$ cat src/rtl/rect_plotter_if.sv
// Command/pixel bundle between a renderer and rect_plotter.
// The master drives the rectangle request; the slave returns status and the VGA write port.
interface rect_plotter_if #(
  parameter int X_W      = 8,
  parameter int Y_W      = 7,
  parameter int COLOUR_W = 3,
  parameter int SIZE_W   = 5
);
  logic                go;
  logic [X_W-1:0]      x_in;
  logic [Y_W-1:0]      y_in;
  logic [SIZE_W-1:0]   w_in;
  logic [SIZE_W-1:0]   h_in;
  logic [COLOUR_W-1:0] colour_in;
  logic                erase;
  logic                busy;
  logic                done;
  logic                plot;
  logic [X_W-1:0]      x_out;
  logic [Y_W-1:0]      y_out;
  logic [COLOUR_W-1:0] colour_out;

  modport master (
    output go, x_in, y_in, w_in, h_in, colour_in, erase,
    input  busy, done, plot, x_out, y_out, colour_out
  );

  modport slave (
    input  go, x_in, y_in, w_in, h_in, colour_in, erase,
    output busy, done, plot, x_out, y_out, colour_out
  );
endinterface

$ cat src/rtl/rect_plotter.sv
// Rectangle rasteriser: one registered pixel per clock, row-major, into the VGA write port.
// Define RECT_PLOTTER_CLIP_EN to suppress plot for pixels beyond X_MAX/Y_MAX.
module rect_plotter #(
  parameter int X_W      = 8,
  parameter int Y_W      = 7,
  parameter int COLOUR_W = 3,
  parameter int SIZE_W   = 5,
  parameter int X_MAX    = 159,
  parameter int Y_MAX    = 119
) (
  input  logic           clk,
  input  logic           resetn,
  rect_plotter_if.slave  rect_io
);
  // state | meaning
  // IDLE  | waiting for go
  // DRAW  | emitting one pixel per cycle (busy=1)
  // FIN   | single done cycle; go is accepted here too
  typedef enum logic [1:0] {IDLE, DRAW, FIN} state_t;

`ifdef RECT_PLOTTER_CLIP_EN
  localparam int XS_W = X_W + 1;
  localparam int YS_W = Y_W + 1;
`else
  localparam int XS_W = X_W;
  localparam int YS_W = Y_W;
`endif

  state_t              state_q, state_d;
  logic [X_W-1:0]      x0_q, x0_d;
  logic [Y_W-1:0]      y0_q, y0_d;
  logic [SIZE_W-1:0]   w_q, w_d, h_q, h_d;
  logic [SIZE_W-1:0]   cx_q, cx_d, cy_q, cy_d;
  logic [COLOUR_W-1:0] col_q, col_d;
  logic                plot_q, plot_d;
  logic [X_W-1:0]      x_out_q, x_out_d;
  logic [Y_W-1:0]      y_out_q, y_out_d;
  logic [COLOUR_W-1:0] colour_out_q, colour_out_d;
  logic [XS_W-1:0]     x_sum;
  logic [YS_W-1:0]     y_sum;
  logic                on_screen;

  always_ff @(posedge clk) begin
    if (!resetn) begin
      state_q      <= IDLE;
      x0_q         <= '0;
      y0_q         <= '0;
      w_q          <= '0;
      h_q          <= '0;
      cx_q         <= '0;
      cy_q         <= '0;
      col_q        <= '0;
      plot_q       <= 1'b0;
      x_out_q      <= '0;
      y_out_q      <= '0;
      colour_out_q <= '0;
    end else begin
      state_q      <= state_d;
      x0_q         <= x0_d;
      y0_q         <= y0_d;
      w_q          <= w_d;
      h_q          <= h_d;
      cx_q         <= cx_d;
      cy_q         <= cy_d;
      col_q        <= col_d;
      plot_q       <= plot_d;
      x_out_q      <= x_out_d;
      y_out_q      <= y_out_d;
      colour_out_q <= colour_out_d;
    end
  end

  always_comb begin
    state_d      = state_q;
    x0_d         = x0_q;
    y0_d         = y0_q;
    w_d          = w_q;
    h_d          = h_q;
    cx_d         = cx_q;
    cy_d         = cy_q;
    col_d        = col_q;
    plot_d       = 1'b0;
    x_out_d      = x_out_q;
    y_out_d      = y_out_q;
    colour_out_d = colour_out_q;
    x_sum        = '0;
    y_sum        = '0;
    on_screen    = 1'b1;

    case (state_q)
      IDLE, FIN: begin
        state_d = IDLE;
        if (rect_io.go) begin
          x0_d  = rect_io.x_in;
          y0_d  = rect_io.y_in;
          w_d   = rect_io.w_in;
          h_d   = rect_io.h_in;
          col_d = rect_io.erase ? '0 : rect_io.colour_in;
          cx_d  = '0;
          cy_d  = '0;
          state_d = (rect_io.w_in == '0 || rect_io.h_in == '0) ? FIN : DRAW;
        end
      end
      DRAW: begin
        if (cx_q == w_q - SIZE_W'(1)) begin
          cx_d = '0;
          if (cy_q == h_q - SIZE_W'(1)) state_d = FIN;
          else                          cy_d    = cy_q + SIZE_W'(1);
        end else begin
          cx_d = cx_q + SIZE_W'(1);
        end
      end
      default: state_d = IDLE;
    endcase

    // The pixel registered this edge is the one addressed by the next counter values.
    x_sum = XS_W'(x0_d) + XS_W'(cx_d);
    y_sum = YS_W'(y0_d) + YS_W'(cy_d);
`ifdef RECT_PLOTTER_CLIP_EN
    on_screen = (x_sum <= XS_W'(X_MAX)) && (y_sum <= YS_W'(Y_MAX));
`endif
    if (state_d == DRAW) begin
      plot_d       = on_screen;
      x_out_d      = x_sum[X_W-1:0];
      y_out_d      = y_sum[Y_W-1:0];
      colour_out_d = col_d;
    end
  end

  assign rect_io.busy       = (state_q == DRAW);
  assign rect_io.done       = (state_q == FIN);
  assign rect_io.plot       = plot_q;
  assign rect_io.x_out      = x_out_q;
  assign rect_io.y_out      = y_out_q;
  assign rect_io.colour_out = colour_out_q;
endmodule

$ cat src/flat_wrapper.sv
// flat-port wrapper written by rule: the top's interface ports become plain ports
module rect_plotter_flat 
#(
  parameter int X_W      = 8,
  parameter int Y_W      = 7,
  parameter int COLOUR_W = 3,
  parameter int SIZE_W   = 5,
  parameter int X_MAX    = 159,
  parameter int Y_MAX    = 119
)
  (clk, resetn, rect_io_go, rect_io_x_in, rect_io_y_in, rect_io_w_in, rect_io_h_in, rect_io_colour_in, rect_io_erase, rect_io_busy, rect_io_done, rect_io_plot, rect_io_x_out, rect_io_y_out, rect_io_colour_out);
  rect_plotter_if #(.X_W(X_W), .Y_W(Y_W), .COLOUR_W(COLOUR_W), .SIZE_W(SIZE_W)) rect_io_i ();
  input  logic clk;
  input  logic resetn;
  input wire logic [$bits(rect_io_i.go)-1:0] rect_io_go;
  input wire logic [$bits(rect_io_i.x_in)-1:0] rect_io_x_in;
  input wire logic [$bits(rect_io_i.y_in)-1:0] rect_io_y_in;
  input wire logic [$bits(rect_io_i.w_in)-1:0] rect_io_w_in;
  input wire logic [$bits(rect_io_i.h_in)-1:0] rect_io_h_in;
  input wire logic [$bits(rect_io_i.colour_in)-1:0] rect_io_colour_in;
  input wire logic [$bits(rect_io_i.erase)-1:0] rect_io_erase;
  output wire logic [$bits(rect_io_i.busy)-1:0] rect_io_busy;
  output wire logic [$bits(rect_io_i.done)-1:0] rect_io_done;
  output wire logic [$bits(rect_io_i.plot)-1:0] rect_io_plot;
  output wire logic [$bits(rect_io_i.x_out)-1:0] rect_io_x_out;
  output wire logic [$bits(rect_io_i.y_out)-1:0] rect_io_y_out;
  output wire logic [$bits(rect_io_i.colour_out)-1:0] rect_io_colour_out;
  assign rect_io_i.go = rect_io_go;
  assign rect_io_i.x_in = rect_io_x_in;
  assign rect_io_i.y_in = rect_io_y_in;
  assign rect_io_i.w_in = rect_io_w_in;
  assign rect_io_i.h_in = rect_io_h_in;
  assign rect_io_i.colour_in = rect_io_colour_in;
  assign rect_io_i.erase = rect_io_erase;
  assign rect_io_busy = rect_io_i.busy;
  assign rect_io_done = rect_io_i.done;
  assign rect_io_plot = rect_io_i.plot;
  assign rect_io_x_out = rect_io_i.x_out;
  assign rect_io_y_out = rect_io_i.y_out;
  assign rect_io_colour_out = rect_io_i.colour_out;
  rect_plotter #(.X_W(X_W), .Y_W(Y_W), .COLOUR_W(COLOUR_W), .SIZE_W(SIZE_W), .X_MAX(X_MAX), .Y_MAX(Y_MAX)) u_core (.clk(clk), .resetn(resetn), .rect_io(rect_io_i));
endmodule
$ cat config.mk
export PLATFORM = sky130hd
export DESIGN_NAME = rect_plotter_flat
export DESIGN_NICKNAME = d
export VERILOG_FILES = /design/src/rtl/rect_plotter_if.sv /design/src/rtl/rect_plotter.sv /design/src/flat_wrapper.sv
export SDC_FILE = /design/constraint.sdc
export NUM_CORES = 1
export LEC_CHECK = 0
export ABC_CLOCK_PERIOD_IN_PS = 6800
export BUFFER_PORTS_ARGS = -buffer_cell sky130_fd_sc_hd__buf_4
export CORE_MARGIN = 4
export CORE_UTILIZATION = 60
export CTS_CLUSTER_SIZE = 30
export DETAILED_ROUTE_END_ITERATION = 7
export PLACE_DENSITY = 0.84
export SYNTH_ARGS = -nofsm -noshare
export SYNTH_HDL_FRONTEND = slang
export SYNTH_SLANG_ARGS = --single-unit
$ cat constraint.sdc
create_clock -name clk -period 6.8 [get_ports clk]
set_clock_uncertainty 0.2 [all_clocks]
set_input_delay 0 -clock clk [delete_from_list [all_inputs] [get_ports clk]]
set_output_delay 0 -clock clk [all_outputs]
set_load 0.02 [all_outputs]
==> results by group, run 1 <==
Placement
  – Pre-CTS WS: approximately 2.6 ns
  – HPWL Detailed: 4790 um
  – Placed cell area: between 3000 and 4000 um2
  – Gpl congestion: around 0.84
  – Placed cell count: ~460
  – Port Buf Inserts: 52

Critical path
  – Worst setup SP type: register
  – R2r endpoint: u_core.rect_io.y_out[6]$_SDFFE_PN0P_
  – Worst-path fanout max: 5
  – Cell family contributing the most delay on the critical path: compound AO/OA/AOI/OAI gates
  – Reg2Reg Setup Slack: approximately 2.4 ns
  – Largest stage delay on the critical path: around 0.47 ns
  – Top cell by count, worst path: nor2_1
  – Crit path max-delay cell type: or4b_1
  – RR Startpoint: u_core.w_q[0]$_SDFFE_PN0P_
  – Worst Path Required: 6.83 ns
  – WS Path Type: register to register
  – Worst path cell trace: inv_1, ha_1, o21ba_1, a22oi_1, o2111a_2, and2_0, xnor2_1, nor2_1, ha_1, fa_1, a21o_2, a21oi_1, nor2_1, nor2_1, o41ai_1, or4b_1, and4_1
  – Buf/Inv on CP: 1
  – Crit end category: register
  – Cell count along the critical path: 17
  – CP arrival: roughly 4.4 ns
  – Worst-case reg-to-reg path depth: 17

Layout
  – Final #Nets: about 510
  – Core Util, Final: roughly 88%
  – Ant. Diodes: 0
  – Area delta synth->final: 37.0%
  – Final instance area: about 4200 um2
  – Final Non-Filler Cells: 530
  – Share of cells above drive strength 1: around 17%

Clock network
  – CTS Sinks: 59
  – Worst skew pair latency: roughly 0.34 ns
  – Bufs on Longest Clock Path: 2
  – Clk slew on worst S/H paths: 0.07 ns
  – Clk root buf: clkbuf_8
  – CTS resizes: 0
  – CTS Buf Count: 9
  – Htree depth: 3
  – CTS tree: yes

Die
  – Die area: 6380 um2
  – Initial Util: ~64%
  – Core Footprint: about 4800 um2
  – Die width: roughly 80 um
  – Rows: 25
  – I/O pins: 53
  – Die height: approximately 80 um

Timing
  – Max Slew Vio Count: 0
  – Period utilization: 64.9%
  – Rel. slew slack: 17.0%
  – Highest Clock Rate: about 0.23 GHz
  – # setup viols final: 0
  – Hold Vio Cnt, Final: 0
  – Final min period: 4.41 ns
  – Post-route setup TNS: 0 ns
  – Final WS setup: 2.39 ns
  – Worst Hold Slack: roughly 0.11 ns
  – RSZ-0062 raised after global routing: no
  – Worst-Margin Slew: ~1.2 ns

Yosys
  – Synth top area share: about two fifths
  – Synthesized area: 3100 um2
  – Cells after Synth: ~360
  – Seq/Total Area, Yosys: between 30% and 40%
  – Async SR Flop Fraction: 0%
  – Synth top cells by count: nand2_1, dfxtp_1, and2_1, xnor2_1, ha_1
  – Synth Area in Compound Gates: roughly 16%
  – Simple-gate share of the synthesized area: roughly a quarter
  – Synth area leaders: dfxtp_1, nand2_1, ha_1
  – Mux cell area share after synthesis: 2.58%
  – #FFs+latches synth: 59
  – Synth Net Count: approximately 400
  – Post-Synth Adder-Cell Area: 6.95%
  – Top_reg_cell synth: dfxtp_1
  – Synth unique cells: 50
  – Ys Warns: 0
  – Post-synth EDFFs: 0
  – Most frequent cell after synthesis: nand2_1
  – Mean post-synth cell area: between 8 and 9 um2
  – XOR/XNOR Fraction of Synth Area: roughly 7.9%
  – Largest family of logic cells by synthesized area: simple AND/OR/NAND/NOR gates
  – Dominant cell type by area after synthesis: dfxtp_1

Power and ir drop
  – Total power: roughly 900 uW
  – Pleak: 2.01 nW
  – VDD IR-drop max: around 0.16 mV
  – PwrDens: around 210 nW/um2

Route
  – DRT antenna net count: 0
  – Starting DRT DRC Count: 184
  – WL per Instance: ~16 um
  – Vias/cell: 5.65
  – # DRC: 0
  – Via count: 2,992
  – Pre-antenna DRT Iters: 5
  – WL final: around 8700 um

GRT
  – Global-route usage over all layers: about 30%
  – Initial antenna violation count: 0
  – Largest net degree at the start of global routing: 58
  – GRT Residual Overflow: 0
  – Vias in the first global route: 3,129
  – First-pass GRT wire length: 14,600 um

Hold path
  – Hold depth: 4
  – Worst Hold End: u_core.cy_q[0]$_SDFF_PN0_
  – Hold Crit Start: rect_io_go
  – HP Class: input port to register

Run
  – Max-capacitance violation count: 0

Status
  – Outcome: complete, no violations
[worst reg2reg max path: stages (launching register included)]
cell      delay (ns)
dfxtp_1         0.40
inv_1           0.07
ha_1            0.26
o21ba_1         0.19
a22oi_1         0.21
o2111a_2        0.28
and2_0          0.28
xnor2_1         0.16
nor2_1          0.08
ha_1            0.22
fa_1            0.41
a21o_2          0.20
a21oi_1         0.37
nor2_1          0.08
nor2_1          0.12
o41ai_1         0.11
or4b_1          0.47
and4_1          0.20
[how the worst max path moves through the flow]
stage / from / to / slack [ns]
after global placement: u_core.w_q[0]$_SDFFE_PN0P_ / u_core.rect_io.y_out[6]$_SDFFE_PN0P_ / 2.72
after CTS: u_core.w_q[0]$_SDFFE_PN0P_ / u_core.rect_io.y_out[6]$_SDFFE_PN0P_ / 2.52
final: u_core.w_q[0]$_SDFFE_PN0P_ / u_core.rect_io.y_out[6]$_SDFFE_PN0P_ / 2.39
after global routing: u_core.w_q[0]$_SDFFE_PN0P_ / u_core.rect_io.y_out[6]$_SDFFE_PN0P_ / 2.13
after floorplan: u_core.w_q[0]$_SDFFE_PN0P_ / u_core.rect_io.y_out[6]$_SDFFE_PN0P_ / 2.88
after detailed placement: u_core.w_q[0]$_SDFFE_PN0P_ / u_core.rect_io.y_out[6]$_SDFFE_PN0P_ / 2.56
[layout by cell type, fill, tap and decap left out, drive strengths merged, types with 2 or more instances in the layout]
master       instances
and2                19
a21oi               11
a21boi              11
a21o                 5
xor2                10
nor3                 4
clkbuf              13
o22ai                2
buf                 53
and3                 2
o21bai               4
fa                   2
o21a                 2
dlygate4sd3         57
nand4                2
dfxtp               59
ha                  14
o211ai               2
nor2b               12
a22oi                9
xnor2               18
nor2                 9
o211a                6
nand3                6
o21ai                5
nand2               80
and4                 2
mux2i                8
a2bb2oi              3
or4                  2
inv                 12
nor3b                5
[sequential cells by signal, indices dropped and copies added, names as in the netlist]
register	cells
u_core.rect_io.y_out	7
u_core.cx_q	5
u_core.state_q	2
u_core.h_q	5
u_core.cy_q	5
u_core.y0_q	7
u_core.x0_q	8
u_core.rect_io.colour_out	3
u_core.w_q	5
u_core.rect_io.x_out	8
u_core.rect_io.plot	1
u_core.col_q	3
[metal layers]
| layer | track usage, % | part of all wire (%) |
|---|---|---|
| met1 | 32.0 | 39 |
| met2 | 52.9 | 52 |
| met3 | 8.58 | 6.2 |
| met4 | 13.2 | 3.0 |
| met5 | 0 | 0 |
[cells by family after synthesis]
logic type	Yosys count
flip-flops	59
multiplexers	8
XOR/XNOR	28
buffers and inverters	30
adder cells (fa/ha/maj)	16
AND/OR/NAND/NOR	149
AO/OA/AOI/OAI	66
[layout make-up]
cell class / instances / area [um2]
well taps: 67 / 83.8
fillers: 252 / 606
repair buffers: 110 / 968
clock inverters: 2 / 35.0
multi-input cells: 267 / 1770
flip-flops and latches: 59 / 1180
clock buffers: 13 / 159
inverters: 12 / 45.0
[power breakdown]
| group | internal, mW | total [mW] | switching [mW] |
|---|---|---|---|
| logic | 0.0982 | 0.203 | 0.105 |
| registers | 0.372 | 0.388 | 0.0161 |
| clock network | 0.187 | 0.319 | 0.132 |
[repair_timing]
action                    4_1_cts  5_1_grt
hold endpoints to repair       56        0
setup buffers                   0        0
hold buffers                   57        0
Power figures use the tool's default switching activity.
==> run 2, diff against run 1 <==
--- a/config.mk
+++ b/config.mk
@@ -5,13 +5,13 @@
 export SDC_FILE = /design/constraint.sdc
 export NUM_CORES = 1
 export LEC_CHECK = 0
-export ABC_CLOCK_PERIOD_IN_PS = 6800
+export ABC_CLOCK_PERIOD_IN_PS = 3600
 export BUFFER_PORTS_ARGS = -buffer_cell sky130_fd_sc_hd__buf_4
 export CORE_MARGIN = 4
-export CORE_UTILIZATION = 60
+export CORE_UTILIZATION = 51
 export CTS_CLUSTER_SIZE = 30
 export DETAILED_ROUTE_END_ITERATION = 7
-export PLACE_DENSITY = 0.84
+export PLACE_DENSITY = 0.76
 export SYNTH_ARGS = -nofsm -noshare
 export SYNTH_HDL_FRONTEND = slang
 export SYNTH_SLANG_ARGS = --single-unit
==> constraint.sdc (replaced) <==
create_clock -name clk -period 3.6 [get_ports clk]
set_clock_uncertainty 0.2 [all_clocks]
set_input_delay 0 -clock clk [delete_from_list [all_inputs] [get_ports clk]]
set_output_delay 0 -clock clk [all_outputs]
set_load 0.02 [all_outputs]
==> results by group, run 2 (synthesis gave the netlist of run 1 again) <==
Timing
  – Hold Vio Cnt, Final: 0 (unchanged)
  – Rel. slew slack: 60.2% (+43 points)
  – Final WS setup: -0.107 ns (-2.50 ns)
  – Worst-Margin Slew: 0.597 ns (-0.645 ns)
  – Post-route setup TNS: -0.107 ns (-0.107 ns)
  – RSZ-0062 raised after global routing: yes
  – Period utilization: 103% (+38 points)
  – # setup viols final: 1 (+1)
  – Worst Hold Slack: 0.0783 ns (-0.0301 ns)
  – Max Slew Vio Count: 0 (unchanged)
  – Final min period: 3.71 ns (-0.705 ns)
  – Highest Clock Rate: 0.270 GHz (+19%)

Placement
  – HPWL Detailed: 4860 um (+1.5%)
  – Pre-CTS WS: -0.146 ns (-2.70 ns)
  – Port Buf Inserts: 52 (unchanged)
  – Gpl congestion: 0.839 (+0.17%)

Die
  – Die height: 85.9 um (+7.6%)
  – Core Footprint: 5920 um2 (+22%)
  – Die width: 85.9 um (+7.6%)
  – Rows: 28 (+12%)
  – Die area: 7390 um2 (+16%)
  – I/O pins: 53 (unchanged)
  – Initial Util: 52.3% (-12 points)

Layout
  – Final #Nets: 523 (+3.2%)
  – Ant. Diodes: 0 (unchanged)
  – Commonest non-fill, non-tap cells in the layout: nand2_1, buf_4, dlygate4sd3_1, dfxtp_1, and2_1
  – FILL cells: 400 (+59%)
  – Area delta synth->final: 43.9%
  – Commonest non-fill, non-tap cell in the layout: nand2_1
  – Share of cells above drive strength 1: 24.4% (+7.5 points)
  – Core Util, Final: 75.3% (-12 points)

GRT
  – First-pass GRT wire length: 12,900 um (-12%)
  – Vias in the first global route: 2,899 (-7.4%)
  – Global-route usage over all layers: 22.0% (-7.5 points)
  – Initial antenna violation count: 0 (unchanged)
  – Largest net degree at the start of global routing: 58 (unchanged)
  – GRT Residual Overflow: 0 (unchanged)

Clock network
  – CTS tree: yes
  – Bufs on Longest Clock Path: 2 (unchanged)
  – Clk slew on worst S/H paths: 0.07 ns (about the same)
  – Worst skew pair latency: 0.34 ns (about the same)
  – Clk root buf: clkbuf_8
  – CTS Buf Count: 9 (unchanged)
  – Htree depth: 3 (unchanged)
  – CTS Sinks: 59 (unchanged)

Power and ir drop
  – Total power: 1.72 mW (+89%)
  – VDD IR-drop max: 0.243 mV (+50%)
  – Pleak: 2.09 nW (+4.1%)
  – PwrDens: 386 nW/um2 (+80%)

Route
  – Pre-antenna DRT Iters: 4 (-1)
  – # DRC: 0 (unchanged)
  – Via count: 2,861 (-4.4%)
  – DRT antenna net count: 0 (unchanged)
  – Starting DRT DRC Count: 91 (-51%)
  – Vias/cell: 5.15 (-8.7%)
  – WL per Instance: 14.0 um (-15%)
  – WL final: 7780 um (-11%)

Run
  – Max-capacitance violation count: 0 (unchanged)

Status
  – Failing checks: negative setup slack
  – Outcome: complete, but fails checks

Critical path
  – Worst Path Required: 3.64 ns (-3.19 ns)
  – Worst setup SP type: register
  – Top cell by count, worst path: nor2_1
  – Crit end category: register
  – Worst path cell trace: inv_2, ha_4, nand4bb_1, a211oi_2, o2111a_2, and2_4, xnor2_2, nor2_2, ha_2, fa_2, a21o_4, a21oi_4, nor2_1, nor2_1, o41ai_2, or4b_1, and4_1
  – WS Path Type: register to register
  – Buf/Inv on CP: 1 (unchanged)
  – Cell family contributing the most delay on the critical path: simple AND/OR/NAND/NOR gates
  – Worst-path fanout max: 4 (-1)
  – CP arrival: 3.74 ns (-0.70 ns)
  – Largest stage delay on the critical path: 0.49 ns (+0.02 ns)
  – Crit path max-delay cell type: or4b_1

Hold path
  – HP Class: input port to register
## run 2: area by class of cell
type | instances | area (um2) | area share (%)
inverter | 12 | 45.0 | 1.01
clock buffer | 11 | 141 | 3.17
tap | 75 | 93.8 | 2.11
timing repair buffer | 126 | 1090 | 24.4
sequential | 59 | 1190 | 26.6
multi-input combinational | 267 | 1850 | 41.5
clock inverter | 5 | 52.6 | 1.18
## run 2: worst reg2reg max path: stages (launching register included)
cell and delay (ns):
dfxtp_2 0.32, inv_2 0.06, ha_4 0.15, nand4bb_1 0.12
a211oi_2 0.27, o2111a_2 0.24, and2_4 0.17, xnor2_2 0.12
nor2_2 0.07, ha_2 0.22, fa_2 0.38, a21o_4 0.22
a21oi_4 0.16, nor2_1 0.05, nor2_1 0.13, o41ai_2 0.09
or4b_1 0.49, and4_1 0.15
## run 2: metal layers
| layer | part of all wire, % | vias to the layer above | routed length [um] | global-route usage [%] |
|---|---|---|---|---|
| li1 | - | 1443 | - | - |
| met4 | 1.7 | 0 | 136 | 8.20 |
| met2 | 50 | 50 | 3860 | 37.7 |
| met5 | 0 | - | 0 | 0 |
| met3 | 3.7 | 13 | 288 | 5.00 |
| met1 | 45 | 1355 | 3490 | 26.7 |
## run 2: final timing paths
path,from,to,slack [ns],depth (start not counted)
max reg2reg,u_core.w_q[1]$_SDFFE_PN0P_,u_core.rect_io.y_out[6]$_SDFFE_PN0P_,-0.11,17
min reg2reg,u_core.rect_io.x_out[0]$_SDFFE_PN0P_,u_core.rect_io.x_out[0]$_SDFFE_PN0P_,0.26,2
max,u_core.w_q[1]$_SDFFE_PN0P_,u_core.rect_io.y_out[6]$_SDFFE_PN0P_,-0.11,17
min,rect_io_go,u_core.cy_q[0]$_SDFF_PN0_,0.08,4
## run 2: report_power, final
part | internal [mW] | leakage (nW) | switching [mW]
logic | 0.198 | 1.51 | 0.194
registers | 0.702 | 0.486 | 0.0279
clock network | 0.335 | 0.0991 | 0.263
## run 2: what timing repair did
action,CTS,global route
hold endpoints to repair,57,0
hold buffers,56,0
pin swaps,2,14
buffers inserted,0,6
gates resized for setup,3,15
endpoints found under the setup margin,1,2
## run 2: metrics by stage
| step | instance area (um2) | cells |
|---|---|---|
| global route | 4460 | 555 |
| finish | 4460 | 555 |
| detailed placement | 3600 | 477 |
| floorplan | 3120 | 356 |
| CTS | 4360 | 549 |
| global placement | 3600 | 477 |
